===== config.mk =====
export PLATFORM = sky130hd
export DESIGN_NAME = uart_tx_arb
export DESIGN_NICKNAME = d
export VERILOG_FILES = /design/src/rtl/uart_tx_arb.sv
export SDC_FILE = /design/constraint.sdc
export NUM_CORES = 1
export LEC_CHECK = 0
export BUFFER_PORTS_ARGS = -buffer_cell sky130_fd_sc_hd__buf_2
export CAP_MARGIN = 25
export CORE_ASPECT_RATIO = 1.25
export CORE_UTILIZATION = 40
export CTS_BUF_LIST = sky130_fd_sc_hd__clkbuf_4
export DETAILED_ROUTE_END_ITERATION = 10
export RECOVER_POWER = 50
export SLEW_MARGIN = 20
export SYNTH_ARGS = -nofsm -noshare
export SYNTH_HDL_FRONTEND = slang
export SYNTH_SLANG_ARGS = --single-unit

===== constraint.sdc =====
create_clock -name sys_clk -period 3.5 [get_ports sys_clk]
set_clock_uncertainty 0.05 [all_clocks]
set_input_delay 0.525 -clock sys_clk [delete_from_list [all_inputs] [get_ports sys_clk]]
set_output_delay 0.525 -clock sys_clk [all_outputs]
set_load 0.01 [all_outputs]

===== src/rtl/uart_tx_arb.sv =====
// uart_tx_arb -- two-requester round-robin front end for a uart_tx.
//
// Accepts one byte at a time from two valid/ready requesters, hands it to the
// downstream uart_tx as po_data with a one-cycle po_flag, then stays busy for
// one full frame time (10 bit periods) before it accepts the next byte.
//
// Ports
//   sys_clk, sys_rst_n     clock, asynchronous active-low reset
//   reqN_data/valid/ready  requester N handshake (N = 0, 1); ready is combinational
//   po_data, po_flag       byte and start pulse to uart_tx
//   tx_busy                high in LOAD and WAIT
//   tx_done                one-cycle pulse on the first IDLE cycle after WAIT
//   tx_src                 requester whose byte is on po_data
module uart_tx_arb #(
  parameter int UART_BPS = 9600,
  parameter int CLK_FREQ = 50_000_000
) (
  input  logic       sys_clk,
  input  logic       sys_rst_n,
  input  logic [7:0] req0_data,
  input  logic       req0_valid,
  output logic       req0_ready,
  input  logic [7:0] req1_data,
  input  logic       req1_valid,
  output logic       req1_ready,
  output logic [7:0] po_data,
  output logic       po_flag,
  output logic       tx_busy,
  output logic       tx_done,
  output logic       tx_src
);

  localparam int NUM_REQ      = 2;
  localparam int BAUD_CNT_MAX = CLK_FREQ / UART_BPS;
  localparam int FRAME_CYCLES = BAUD_CNT_MAX * 10;
  localparam int CNT_W        = (FRAME_CYCLES > 1) ? $clog2(FRAME_CYCLES) : 1;
  localparam logic [CNT_W-1:0] CNT_LAST = CNT_W'(FRAME_CYCLES - 1);

  typedef enum logic [1:0] {IDLE, LOAD, WAIT} state_t;

  state_t                          state;
  logic [CNT_W-1:0]                cnt;
  logic                            rr_last;   // index served most recently
  logic                            grant;
  logic                            xfer;
  logic [NUM_REQ-1:0][7:0]         req_data;
  logic [NUM_REQ-1:0]              req_valid;
  logic [NUM_REQ-1:0]              req_ready;

  assign req_data  = {req1_data, req0_data};
  assign req_valid = {req1_valid, req0_valid};

  // A lone requester always wins; on contention the one not served last wins.
  always_comb begin
    grant = ~rr_last;
    if (req_valid == 2'b01)      grant = 1'b0;
    else if (req_valid == 2'b10) grant = 1'b1;
  end

  // Grant is a single bit, so at most one ready can be high.
  for (genvar i = 0; i < NUM_REQ; i++) begin : g_rdy
    assign req_ready[i] = (state == IDLE) && req_valid[i] && (grant == 1'(i));
  end

  assign req0_ready = req_ready[0];
  assign req1_ready = req_ready[1];
  assign xfer       = |req_ready;

  always_ff @(posedge sys_clk or negedge sys_rst_n) begin
    if (!sys_rst_n) begin
      state   <= IDLE;
      cnt     <= '0;
      rr_last <= 1'b1;    // makes requester 0 win the first contest
      po_data <= 8'd0;
      po_flag <= 1'b0;
      tx_busy <= 1'b0;
      tx_done <= 1'b0;
      tx_src  <= 1'b0;
    end else begin
      case (state)
        IDLE: begin
          tx_done <= 1'b0;
          if (xfer) begin
            state   <= LOAD;
            po_data <= req_data[grant];
            tx_src  <= grant;
            rr_last <= grant;
            po_flag <= 1'b1;
            tx_busy <= 1'b1;
          end
        end
        LOAD: begin
          po_flag <= 1'b0;
          cnt     <= '0;
          state   <= WAIT;
        end
        WAIT: begin
          if (cnt == CNT_LAST) begin
            cnt     <= '0;
            state   <= IDLE;
            tx_busy <= 1'b0;
            tx_done <= 1'b1;
          end else begin
            cnt <= cnt + 1'b1;
          end
        end
        default: begin
          state   <= IDLE;
          po_flag <= 1'b0;
          tx_busy <= 1'b0;
          tx_done <= 1'b0;
        end
      endcase
    end
  end

endmodule


### Yosys cells after proc, flatten, opt, wreduce, memory -nomap -nowiden

Cells that the tools add are included.
W data, S select, Z words.

* register bits: 31
* latch bits: 0
* RAM bits: 0
* bits in read-only memories: 0
* bits of input ports: 20
* output and inout bits: 14
* word-level logic and storage cells: 48
* memories: 0

* add/subtract/negate cells: 1
* multiply operators: 0
* div/mod/pow operators: 0
* $lt $le $gt $ge: 1
* equality and inequality tests: 7
* shifts and indexed selects: 0
* multiplexer cells: 15
* bitwise logic cells: 4
* reductions and logical operators: 12

Operators by type and width (count)
* $pmux W16 S2: 1
* $add A16 B1 Y16 const B: 1
* $eq A16 B16 Y1 const B: 1
* $mux W16: 1
* $mux W8: 2
* $reduce_and A2 Y1: 4
* $pmux W2 S3: 1
* $mux W1: 5
* $eq A2 B1 Y1 const B: 2
* $eq A2 B2 Y1 const B: 2
* $logic_and A1 B1 Y1: 4
* $mux W2: 2
* $ne A2 B2 Y1 const B: 2
* $not A1 Y1: 4
* $pmux W1 S2: 2
* $pmux W1 S3: 1
* $reduce_and A3 Y1: 1
* $logic_not A2 Y1: 1
* $lt A1 B2 Y1 const B: 1
* $reduce_bool A2 Y1: 1
* $reduce_or A2 Y1: 1

### Longest topological paths before layout

Gate-level depths: netlist of the first run.

* depth in word-level cells: 8
* gate-level depth with buffers: 7
* mapped depth without buffers: 6

### Least setup slack after synthesis of the first run

No wires, ideal clock.

* kind: reg2reg
* start point: reg cnt[0]
* end point: reg state[1]
* library setup time: 125 ps
* arrival: 1903 ps
* required time: 3325 ps
* path slack: 1423 ps
* stages on the path, launching flop included: 7
* path buffers: 1
* period minus slack after synthesis: 2077 ps
* cells stage by stage: dfrtp_1 -> ha_1 -> nand4b_1 -> or4_1 -> buf_6 -> a22oi_2 -> mux2_2

* word-level cells in the longest chain between the ends: 3

Ends and longest elaborated chain
* start: declaration: RTL line 42 `logic [CNT_W-1:0] cnt;`
* start signal: assignment: RTL line 104 `cnt <= cnt + 1'b1;`
* $eq A16 B16 Y1: RTL line 98 `if (cnt == CNT_LAST) begin`
* $ne A2 B2 Y1 (no line)
* $reduce_and A2 Y1 (no line)
* end signal: assignment: RTL line 95 `state <= WAIT;`
* end signal: assignment: RTL line 100 `state <= IDLE;`
* end signal: assignment: RTL line 108 `state <= IDLE;`
* end: declaration: RTL line 41 `state_t state;`

Every way passes these cells.
A chain may end at the register's enable or synchronous reset.

### Final worst setup path of the first run

* start point: reg cnt[0]
* end point: reg cnt[9]

* word-level cells in the longest chain between the ends: 3
* elaborated cells between the ends (all ways): 4
* classes of those cells: add/sub: 1; eq/ne: 1; mux: 2

Ends and longest elaborated chain
* $add A16 B1 Y16 / $eq A16 B16 Y1 (equally long branches): RTL line 104, 98
* $mux W16 *: RTL line 98
* $pmux W16 S2 *: RTL line 80 `case (state)`

Mark *: on every way between the ends. The rest lies on a longest branch, timed or not.

==> out/qor.txt, run 1 <==
Worst hold path class: in2reg
Violated checks: max-capacitance violations, max-slew violations
Synthesized netlist cell count: 164
I/O Pins: 34
Number of clock sinks seen by CTS: 31
Initial cell density of the core: 0.4236
Netlist area before placement: 0.001617 sq mm
Final weighted congestion in routability-driven placement: 0.8082
Part of the Yosys area used for sequential elements: 0.4807
Worst endpoint data arrival time: 2480 ps
Number of max-capacitance violations reported: 1
Worst setup margin: 1170 ps
Post-Synth Simple-Gate Area: 0.2012
Clk_lat worst skew: 340 ps
Initial antenna violation count: 0
Required time at the endpoint of the critical path: 3650 ps
Antenna fix cells: 0
Number of instances resized during post-cts repair: 0
Actual transition at the worst max-transition pin: 1627 ps
Max FO, Critical Path: 10
Area share of the leading cell type in the synthesized netlist: 0.4644
Wire length of the first global-routing pass: 5.740 mm
Clock tree from TritonCTS: yes
Power per standard cell area: 314.1 mW/mm^2
Number of distinct library cells after synthesis: 37
Area enclosed by the die boundary: 0.004301 sq mm
Adder-cell share of the synthesized area: 0.03096
Highest clock frequency the design can meet: 429.1 MHz
Vert. Die Dim: 73.08 microns
Slew Limit Fails: 32
Number of core rows: 25
Number of failing hold endpoints at the final stage: 0
Core Util, Final: 0.4866
Number of synthesized register bits: 31
Mean instance size in the synthesized netlist: 9.857 sq um
Hold bufs inserted after CTS: 0
Worst hold path stage count: 3
Global-route usage over all layers: 0.1773
Top_reg_cell synth: sky130_fd_sc_hd__dfrtp_1
Share of cell area taken by muxes after synthesis: 0.06269
Leftover overflow at the end of global routing: 0
Port-buffer cells: 33
Reg2Reg Launch Point: cnt[0]
Total negative slack: 0 ps
Average via count per standard cell: 5.221
Average routed wire per standard cell: 13.23 microns
Post-CTS Repair Setup Buffers: 0
Leading post-synthesis cells by cell area: sky130_fd_sc_hd__dfrtp_1 (46%), sky130_fd_sc_hd__mux2i_1 (5.6%), sky130_fd_sc_hd__nand2_1 (4.9%)
Dominant cell type by area after synthesis: sky130_fd_sc_hd__dfrtp_1
Placeable core area: 0.003816 sq mm
Total area of multi-input combinational cells: 760.7 sq um
Hold_sp: req1_valid
Leakage power: 0.8456 nW
Placed wire-length estimate: 2.448 mm
Final Cycle Share: 0.6658
TritonCTS Buffers: 5
Initial DRC Count: 50
Dominant combinational cell family by area after synthesis: simple AND/OR/NAND/NOR gates
DP Worst Slack: 1204 ps
Number of levels the H-tree was split into: 2
Endpoint of the most critical register-to-register path: cnt[9]
Filler Cells Inserted: 386
Layout cells sized above 1: 0.2161
Kind of start point of the critical path: register
Clock period minus worst slack: 2330 ps
Clock buffer depth: 2
Compound-cell area share of the yosys netlist: 0.1269
Most frequently used cell type in the post-synthesis netlist: sky130_fd_sc_hd__dfrtp_1
Final #Nets: 222
Fraction of synthesis flops using an asynchronous set or reset pin: 1.000
Category of the worst setup path capture point: register
Number of cells traversed by the worst register-to-register path: 5
Area share of xor/xnor cells in the synthesized design: 0.04876
Worst max-slew margin expressed relative to the limit: -0.08471
Number of enable flip-flop cells after synthesis: 0
Largest net degree at the start of global routing: 32
Top cell types by occurrence after synthesis: sky130_fd_sc_hd__dfrtp_1 (30), sky130_fd_sc_hd__nand2_1 (21), sky130_fd_sc_hd__nor2_1 (14), sky130_fd_sc_hd__o21ai_0 (14)
DR DRC count: 0
RSZ-0062 raised after global routing: no
Vias in the first global route: 1303
Routed wire length: 3.346 mm
Sequential cell area: 777.0 sq um
VDD IR max: 0.0001453 V
Slack of the worst reg-to-reg path: 1170 ps
Hold-critical path endpoint: rr_last
Area growth from synthesis to layout: 14.86%
Status: finished, violations left
Total vias in the final route: 1321
Synth Net Count: 188
First-pass iteration count of the detailed router: 4
Setup-violating endpoint count in the final report: 0
Root Buffer: sky130_fd_sc_hd__clkbuf_4
Count of synthesis-stage warnings from yosys: 0
Critical path start-end classification: reg2reg
Number of nets with antenna violations after routing: 0
Die X-Extent: 58.86 microns
Worst-path clk slew: 110 ps
-- stage by stage --
step                      cells  power [mW]  hold WS (ps)  cell area [sq um]
after floorplan             164      0.3729         179.4               1617
after global placement      245      0.3914         412.1               1812
after detailed placement    245      0.3926         419.3               1812
after CTS                   253      0.5944         190.4               1864
after global routing        253      0.6147         404.0               1857
final                       253      0.5832         411.5               1857
-- critical path, cell delays in order, from the launching register on --
cell and delay, ps:
sky130_fd_sc_hd__dfrtp_1 410, sky130_fd_sc_hd__ha_1 280, sky130_fd_sc_hd__nand4b_1 150, sky130_fd_sc_hd__or4_1 730
sky130_fd_sc_hd__a21oi_2 460, sky130_fd_sc_hd__nor2_1 110
-- how the worst max path moves through the flow --
stage | start | end | depth (start not counted)
floorplan | cnt[0] | state[1] | 6
global placement | state[1] | cnt[15] | 6
detailed placement | state[0] | cnt[15] | 6
CTS | cnt[0] | cnt[9] | 5
global route | cnt[0] | cnt[9] | 5
finish | cnt[0] | cnt[9] | 5
-- power by group --
group / switching [mW] / leakage (nW) / total [mW] / internal [mW]
Clock: 0.124 / 0.0347 / 0.199 / 0.0746
Sequential: 0 / 0.415 / 0.358 / 0.358
Combinational: 0.0142 / 0.396 / 0.0262 / 0.0119
-- kinds of logic after synthesis --
| group | count (synthesis) |
|---|---|
| adder cells (fa/ha/maj) | 4 |
| buffers and inverters | 16 |
| flip-flops | 31 |
| multiplexers | 10 |
| AND/OR/NAND/NOR | 62 |
| AO/OA/AOI/OAI | 32 |
| XOR/XNOR | 9 |
-- registers in the layout, summed over array words and instances, names as in the netlist --
| register | flops |
|---|---|
| cnt | 16 |
| po_data | 8 |
| po_flag | 1 |
| rr_last | 1 |
| state | 2 |
| tx_busy | 1 |
| tx_done | 1 |
| tx_src | 1 |
-- layout make-up --
cell class,instances,area share
multi-input combinational,117,0.4097
tap,54,0.03639
clock inverter,3,0.008086
clock buffer,5,0.02022
sequential,31,0.4185
inverter,9,0.01819
timing repair buffer,34,0.08895
-- layer usage --
metal	track usage	share of wire	vias up
met5	0	0	-
met4	0.06878	0.012	0
met3	0.04787	0.035	4
met2	0.3106	0.52	33
met1	0.2023	0.43	635
li1	-	-	649
-- cells in the final DEF, fill, tap and decap left out, drive strengths merged, types with 2 or more instances in the layout --
cell / synthesis / final
nand2: 21 / 21
nor4: 5 / 5
nand3: 5 / 5
nor3: 2 / 2
o22ai: 2 / 2
a21oi: 6 / 6
o21ai: 15 / 15
nor2: 14 / 14
or4: 2 / 2
nand4: 6 / 6
nand4b: 3 / 3
xnor2: 9 / 9
buf: 4 / 28
ha: 4 / 4
clkbuf: 3 / 11
dfrtp: 30 / 30
mux2i: 9 / 9
inv: 9 / 9
clkinv: 0 / 3
(Power assumes the default switching activity.)
==> run 2: changes to the inputs <==
- clock period: 3.5 -> 2.1 ns (I/O delays scaled with it)
==> out/qor.txt, run 2 (synthesized netlist as in run 1, its figures left out) <==
Clock period minus worst slack: 1971 ps (-359.6 ps)
Initial antenna violation count: 0 (unchanged)
Layout cells sized above 1: 0.2917 (+0.07559)
Worst setup margin: 129.3 ps (-1040 ps)
Highest clock frequency the design can meet: 507.4 MHz (+18%)
Top flop regs: cnt x16, po_data x8, state x2
Final weighted congestion in routability-driven placement: 0.8354 (+3.4%)
Worst setup path end: state[1]
TritonCTS Buffers: 5 (unchanged)
Total vias in the final route: 1394 (+5.5%)
Total chip power: 1.003 mW (+72%)
Number of nets with antenna violations after routing: 0 (unchanged)
Sequential cell area: 777.0 sq um (unchanged)
Number of levels the H-tree was split into: 2 (unchanged)
Cell type of the slowest stage on the worst timing path: sky130_fd_sc_hd__or4_4
Area enclosed by the die boundary: 0.004301 sq mm (unchanged)
Number of failing hold endpoints at the final stage: 0 (unchanged)
Clock buffer depth: 2 (unchanged)
Wire length of the first global-routing pass: 6.161 mm (+7.3%)
Global-route layer with the greatest usage: met2
Placed wire-length estimate: 2.619 mm (+7.0%)
Largest net degree at the start of global routing: 32 (unchanged)
Number of clock sinks seen by CTS: 31 (unchanged)
Setup-violating endpoint count in the final report: 0 (unchanged)
Routed wire length: 3.577 mm (+6.9%)
Global routing met2 resource utilization: 0.3333 (+0.02273)
Root Buffer: sky130_fd_sc_hd__clkbuf_4
Met1 track utilization from global routing: 0.2299 (+0.02764)
First-pass iteration count of the detailed router: 4 (unchanged)
Startpoint of the worst setup timing path: cnt[0]
Worst max-slew margin expressed relative to the limit: 0.4873 (+0.5720)
Final Cycle Share: 0.9384 (+0.2726)
Vias in the first global route: 1384 (+6.2%)
Leftover overflow at the end of global routing: 0 (unchanged)
Worst hold path class: in2reg
Slew Limit Fails: 0 (-100%)
Global-route usage over all layers: 0.1934 (+0.01609)
GR Util met3: 0.04965 (+0.001773)
Die X-Extent: 58.86 microns (unchanged)
DP Worst Slack: 18.81 ps (-1185 ps)
I/O Pins: 34 (unchanged)
Kind of start point of the critical path: register
Clk_lat worst skew: 340 ps (about the same)
Required time at the endpoint of the critical path: 2280 ps (-1370 ps)
RSZ-0062 raised after global routing: no
Initial DRC Count: 47 (-6.0%)
Number of max-capacitance violations reported: 0 (-1)
Power per standard cell area: 498.7 mW/mm^2 (+59%)
Status: complete, no violations
Stage delay of the slowest cell on the critical path: 560 ps (-170 ps)
Slack of the worst reg-to-reg path: 130 ps (-1040 ps)
Endpoint of the most critical register-to-register path: state[1]
Biggest register: cnt
Vert. Die Dim: 73.08 microns (unchanged)
Initial cell density of the core: 0.4236 (unchanged)
Max FO, Critical Path: 6 (-4)
Worst endpoint data arrival time: 2150 ps (-330 ps)
Total negative slack: 0 ps (unchanged)
Actual transition at the worst max-transition pin: 769.1 ps (-858.0 ps)
Filler Cells Inserted: 365 (-5.4%)
VDD IR max: 0.0003318 V (+130%)
Final #Nets: 239 (+7.7%)
Number of cells traversed by the worst register-to-register path: 5 (unchanged)
Reg2Reg Launch Point: cnt[0]
Number of core rows: 25 (unchanged)
Cell Chain, Critical Path: ha_1 > nand4b_1 > or4_4 > a22oi_2 > mux2_2
Flip-flop count of the largest register, all copies and words added: 16 (unchanged)
Average via count per standard cell: 5.163 (-1.1%)
Antenna fix cells: 0 (unchanged)
Port-buffer cells: 33 (unchanged)
Average routed wire per standard cell: 13.25 microns (+0.17%)
Most frequent cells in the layout: sky130_fd_sc_hd__dfrtp_1 (30), sky130_fd_sc_hd__buf_2 (28), sky130_fd_sc_hd__nand2_1 (21)
Category of the worst setup path capture point: register
Leading cell type in the layout, fill and taps excluded: sky130_fd_sc_hd__dfrtp_1
Clock tree from TritonCTS: yes
Area growth from synthesis to layout: 24.38%
Total area of multi-input combinational cells: 777.0 sq um (+2.1%)
Critical path start-end classification: reg2reg
Worst-path clk slew: 110 ps (about the same)
DR DRC count: 0 (unchanged)
Leakage power: 0.9317 nW (+10%)
Placeable core area: 0.003816 sq mm (unchanged)
==> run 2: per-stage QoR <==
| stage | hold slack, ps | cells | utilization | cell area (sq um) |
|---|---|---|---|---|
| finish | 195.9 | 270 | 0.5269 | 2011 |
| global route | 177.3 | 270 | 0.5269 | 2011 |
| CTS | 192.4 | 269 | 0.5230 | 1996 |
| detailed placement | 355.1 | 260 | 0.5043 | 1924 |
| global placement | 341.0 | 260 | 0.5043 | 1924 |
| floorplan | -30.59 | 164 | - | 1617 |
==> run 2: layout make-up <==
type,instances,area share
sequential,31,0.3864
multi-input combinational,117,0.3864
timing repair buffer,51,0.1481
tap,54,0.03360
clock buffer,5,0.01867
inverter,9,0.01680
clock inverter,3,0.009956
==> run 2: power by group <==
part           total [mW]  leakage (nW)  switching (mW)  internal, mW
logic              0.0467         0.490          0.0253        0.0214
clock network       0.359        0.0272           0.231         0.128
registers           0.597         0.415               0         0.597
total                1.00         0.932           0.257         0.746
==> run 2: metal layers <==
metal	vias to the layer above	part of all wire
li1	685	-
met1	661	0.42
met2	44	0.53
met3	4	0.039
met4	0	0.010
met5	-	0
==> run 2: worst min path at each step <==
| stage | start | to | slack (ps) | depth (start not counted) |
|---|---|---|---|---|
| 6_report | req1_valid | rr_last | 200 | 3 |
| 5_1_grt | req1_valid | rr_last | 180 | 3 |
| 4_1_cts | req1_valid | rr_last | 190 | 3 |
| 3_5_place_dp | sys_rst_n | cnt[2] | 360 | 1 |
| 3_3_place_gp | sys_rst_n | cnt[4] | 340 | 1 |
| 2_1_floorplan | sys_rst_n | cnt[0] | -30 | 0 |
==> run 2: worst max-delay path, delay by kind of cell, from the launching register on <==
family | cells | cell delay (ps)
simple gates | 2 | 710
flops | 1 | 370
compound gates | 1 | 210
fa+ha+maj | 1 | 170
mux | 1 | 350
==> run 2: what timing repair did <==
action                     CTS  global route
setup endpoints to repair    1             2
hold buffers                 1             0
hold endpoints to repair    30             0
buffers inserted             0             1
gates resized for setup      1             1
pin swaps                    0             1
==> run 3: changes to the inputs <==
- PLACE_DENSITY: default -> 0.72
==> out/qor.txt, run 3 (synthesized netlist as in run 1, its figures left out) <==
Status: complete, no violations
Area enclosed by the die boundary: 0.004301 sq mm (unchanged)
Layout cells sized above 1: 0.2811 (-0.01056)
Worst setup margin: 75.82 ps (-53.47 ps)
Placeable core area: 0.003816 sq mm (unchanged)
Part of the total power dissipated in sequential elements: 0.594 (about the same)
Kind of start point of the critical path: register
Number of max-capacitance violations reported: 0 (unchanged)
Area growth from synthesis to layout: 24.69%
Required time at the endpoint of the critical path: 2330 ps (+50 ps)
Global-route usage over all layers: 0.1893 (-0.004103)
Cell Chain, Critical Path: inv_1 > ha_1 > nand4_4 > or4_1 > or3_1 > a21oi_1
Largest delay share family, worst path: simple AND/OR/NAND/NOR gates
Placed wire-length estimate: 2.677 mm (+2.2%)
Flip-flop count of the largest register, all copies and words added: 16 (unchanged)
DR DRC count: 0 (unchanged)
Worst endpoint data arrival time: 2250 ps (+100 ps)
Average via count per standard cell: 5.140 (-0.44%)
Initial cell density of the core: 0.4236 (unchanged)
Number of clock sinks seen by CTS: 31 (unchanged)
Number of nets with antenna violations after routing: 0 (unchanged)
VDD IR max: 0.0003923 V (+18%)
I/O Pins: 34 (unchanged)
First-pass iteration count of the detailed router: 4 (unchanged)
Slew Limit Fails: 0 (unchanged)
Cell type of the slowest stage on the worst timing path: sky130_fd_sc_hd__or4_1
Critical path start-end classification: reg2reg
Die X-Extent: 58.86 microns (unchanged)
Number of failing hold endpoints at the final stage: 0 (unchanged)
Initial DRC Count: 25 (-47%)
Average routed wire per standard cell: 13.42 microns (+1.3%)
Power per standard cell area: 498.2 mW/mm^2 (about the same)
Vias in the first global route: 1357 (-2.0%)
Leakage power: 0.9363 nW (+0.50%)
Wire length of the first global-routing pass: 6.009 mm (-2.5%)
Port-buffer cells: 33 (unchanged)
Total vias in the final route: 1393 (-0.072%)
DP Worst Slack: 40.54 ps (+21.74 ps)
Final weighted congestion in routability-driven placement: 0.8233 (-1.4%)
Vert. Die Dim: 73.08 microns (unchanged)
Leftover overflow at the end of global routing: 0 (unchanged)
Final #Nets: 240 (+0.42%)
Switching power total: 230.2 uW (-10%)
Top flop regs: cnt x16, po_data x8, state x2
Highest clock frequency the design can meet: 494.0 MHz (-2.6%)
Largest net degree at the start of global routing: 32 (unchanged)
Worst-path clk slew: 100 ps (about the same)
Clock period minus worst slack: 2024 ps (+53.47 ps)
Most frequent cells in the layout: sky130_fd_sc_hd__dfrtp_1 (30), sky130_fd_sc_hd__buf_2 (26), sky130_fd_sc_hd__nand2_1 (21)
Actual transition at the worst max-transition pin: 774.2 ps (+5.095 ps)
Leading cell type in the layout, fill and taps excluded: sky130_fd_sc_hd__dfrtp_1
Worst hold path class: in2reg
Final Cycle Share: 0.9639 (+0.02546)
Worst max-slew margin expressed relative to the limit: 0.4839 (-0.003397)
Number of levels the H-tree was split into: 2 (unchanged)
Root Buffer: sky130_fd_sc_hd__clkbuf_4
Category of the worst setup path capture point: register
Clock power share: 0.360 (+0.002)
Sw frac: 0.2292 (-0.02688)
Clk_lat worst skew: 340 ps (about the same)
Antenna fix cells: 0 (unchanged)
Clock buffer depth: 2 (unchanged)
Stage delay of the slowest cell on the critical path: 530 ps (-30 ps)
Max FO, Critical Path: 3 (-3)
Routed wire length: 3.637 mm (+1.7%)
Placed instance area: 0.001929 sq mm (+0.26%)
Clock tree from TritonCTS: yes
Number of core rows: 25 (unchanged)
Initial antenna violation count: 0 (unchanged)
Combinational group share of total power: 0.046 (about the same)
TritonCTS Buffers: 5 (unchanged)
Crit path buf inv count: 1 (+1)
Biggest register: cnt
Setup-violating endpoint count in the final report: 0 (unchanged)
Cell area after layout: 0.002016 sq mm (+0.25%)
Internal power: 774.0 uW (+3.8%)
-- run 3: changes by cell type in the layout (fill, tap and decap cells not counted) --
cell / before / now
sky130_fd_sc_hd__buf_2: 28 / 26
sky130_fd_sc_hd__clkbuf_4: 5 / 7
sky130_fd_sc_hd__clkinvlp_4: 2 / 0
sky130_fd_sc_hd__ha_4: 1 / 0
sky130_fd_sc_hd__buf_12: 0 / 1
sky130_fd_sc_hd__ha_1: 3 / 4
sky130_fd_sc_hd__clkbuf_1: 4 / 6
-- run 3: through the flow --
stage	instances	total power [mW]	setup TNS, ps	hold WS (ps)	util
after floorplan	164	0.6216	0	-30.59	-
after global placement	259	0.6525	0	348.9	0.5056
after detailed placement	259	0.6538	0	350.4	0.5056
after CTS	268	1.018	0	187.7	0.5233
after global routing	271	1.042	-22.57	203.1	0.5282
final	271	1.004	0	192.3	0.5282
-- run 3: layout make-up --
| type | count | area, sq um |
|---|---|---|
| Multi-Input combinational cell | 117 | 764.5 |
| Inverter | 9 | 33.78 |
| Timing Repair Buffer | 52 | 315.3 |
| Sequential cell | 31 | 777.0 |
| Tap cell | 54 | 67.56 |
| Clock buffer | 7 | 52.55 |
| Fill cell | 399 | 1800 |
| Clock inverter | 1 | 5.005 |
-- run 3: power groups by stage --
stage / sequential [mW] / combinational (mW) / clock, mW
2_1_floorplan: 0.608 / 0.0131 / 0
3_3_place_gp: 0.608 / 0.0443 / 0
3_5_place_dp: 0.608 / 0.0456 / 0
4_1_cts: 0.597 / 0.0472 / 0.374
5_1_grt: 0.597 / 0.0520 / 0.393
6_report: 0.597 / 0.0458 / 0.362
-- run 3: metal layers --
metal / vias up / track usage / part of all wire
met5: - / 0 / 0
met4: 0 / 0.07672 / 0.017
met3: 5 / 0.05851 / 0.045
met2: 38 / 0.3321 / 0.52
met1: 666 / 0.2096 / 0.41
li1: 684 / - / -
-- run 3: worst paths after layout --
| kind | startpoint | endpoint | slack [ps] | depth (start not counted) |
|---|---|---|---|---|
| worst max-delay path | state[1] | cnt[15] | 80 | 6 |
| worst min-delay path | req1_valid | rr_last | 190 | 3 |
| worst max register to register | state[1] | cnt[15] | 80 | 6 |
| worst min register to register | po_data[0] | po_data[0] | 440 | 2 |
| max in group asynchronous | sys_rst_n | cnt[7] | 980 | 2 |
| min in group asynchronous | sys_rst_n | cnt[14] | 540 | 2 |
-- run 3: repair_timing --
| item | 4_1_cts | 5_1_grt |
|---|---|---|
| hold buffers | 1 | 0 |
| endpoints found under the hold margin | 30 | 0 |
| endpoints found under the setup margin | 0 | 13 |
| resized for setup | 0 | 1 |
| setup buffers | 0 | 3 |
-- run 3: worst reg2reg max path: stages, from the launching register on --
cell and delay, ps:
sky130_fd_sc_hd__dfrtp_1 380, sky130_fd_sc_hd__inv_1 70, sky130_fd_sc_hd__ha_1 330, sky130_fd_sc_hd__nand4_4 110, sky130_fd_sc_hd__or4_1 530, sky130_fd_sc_hd__or3_1 360, sky130_fd_sc_hd__a21oi_1 140
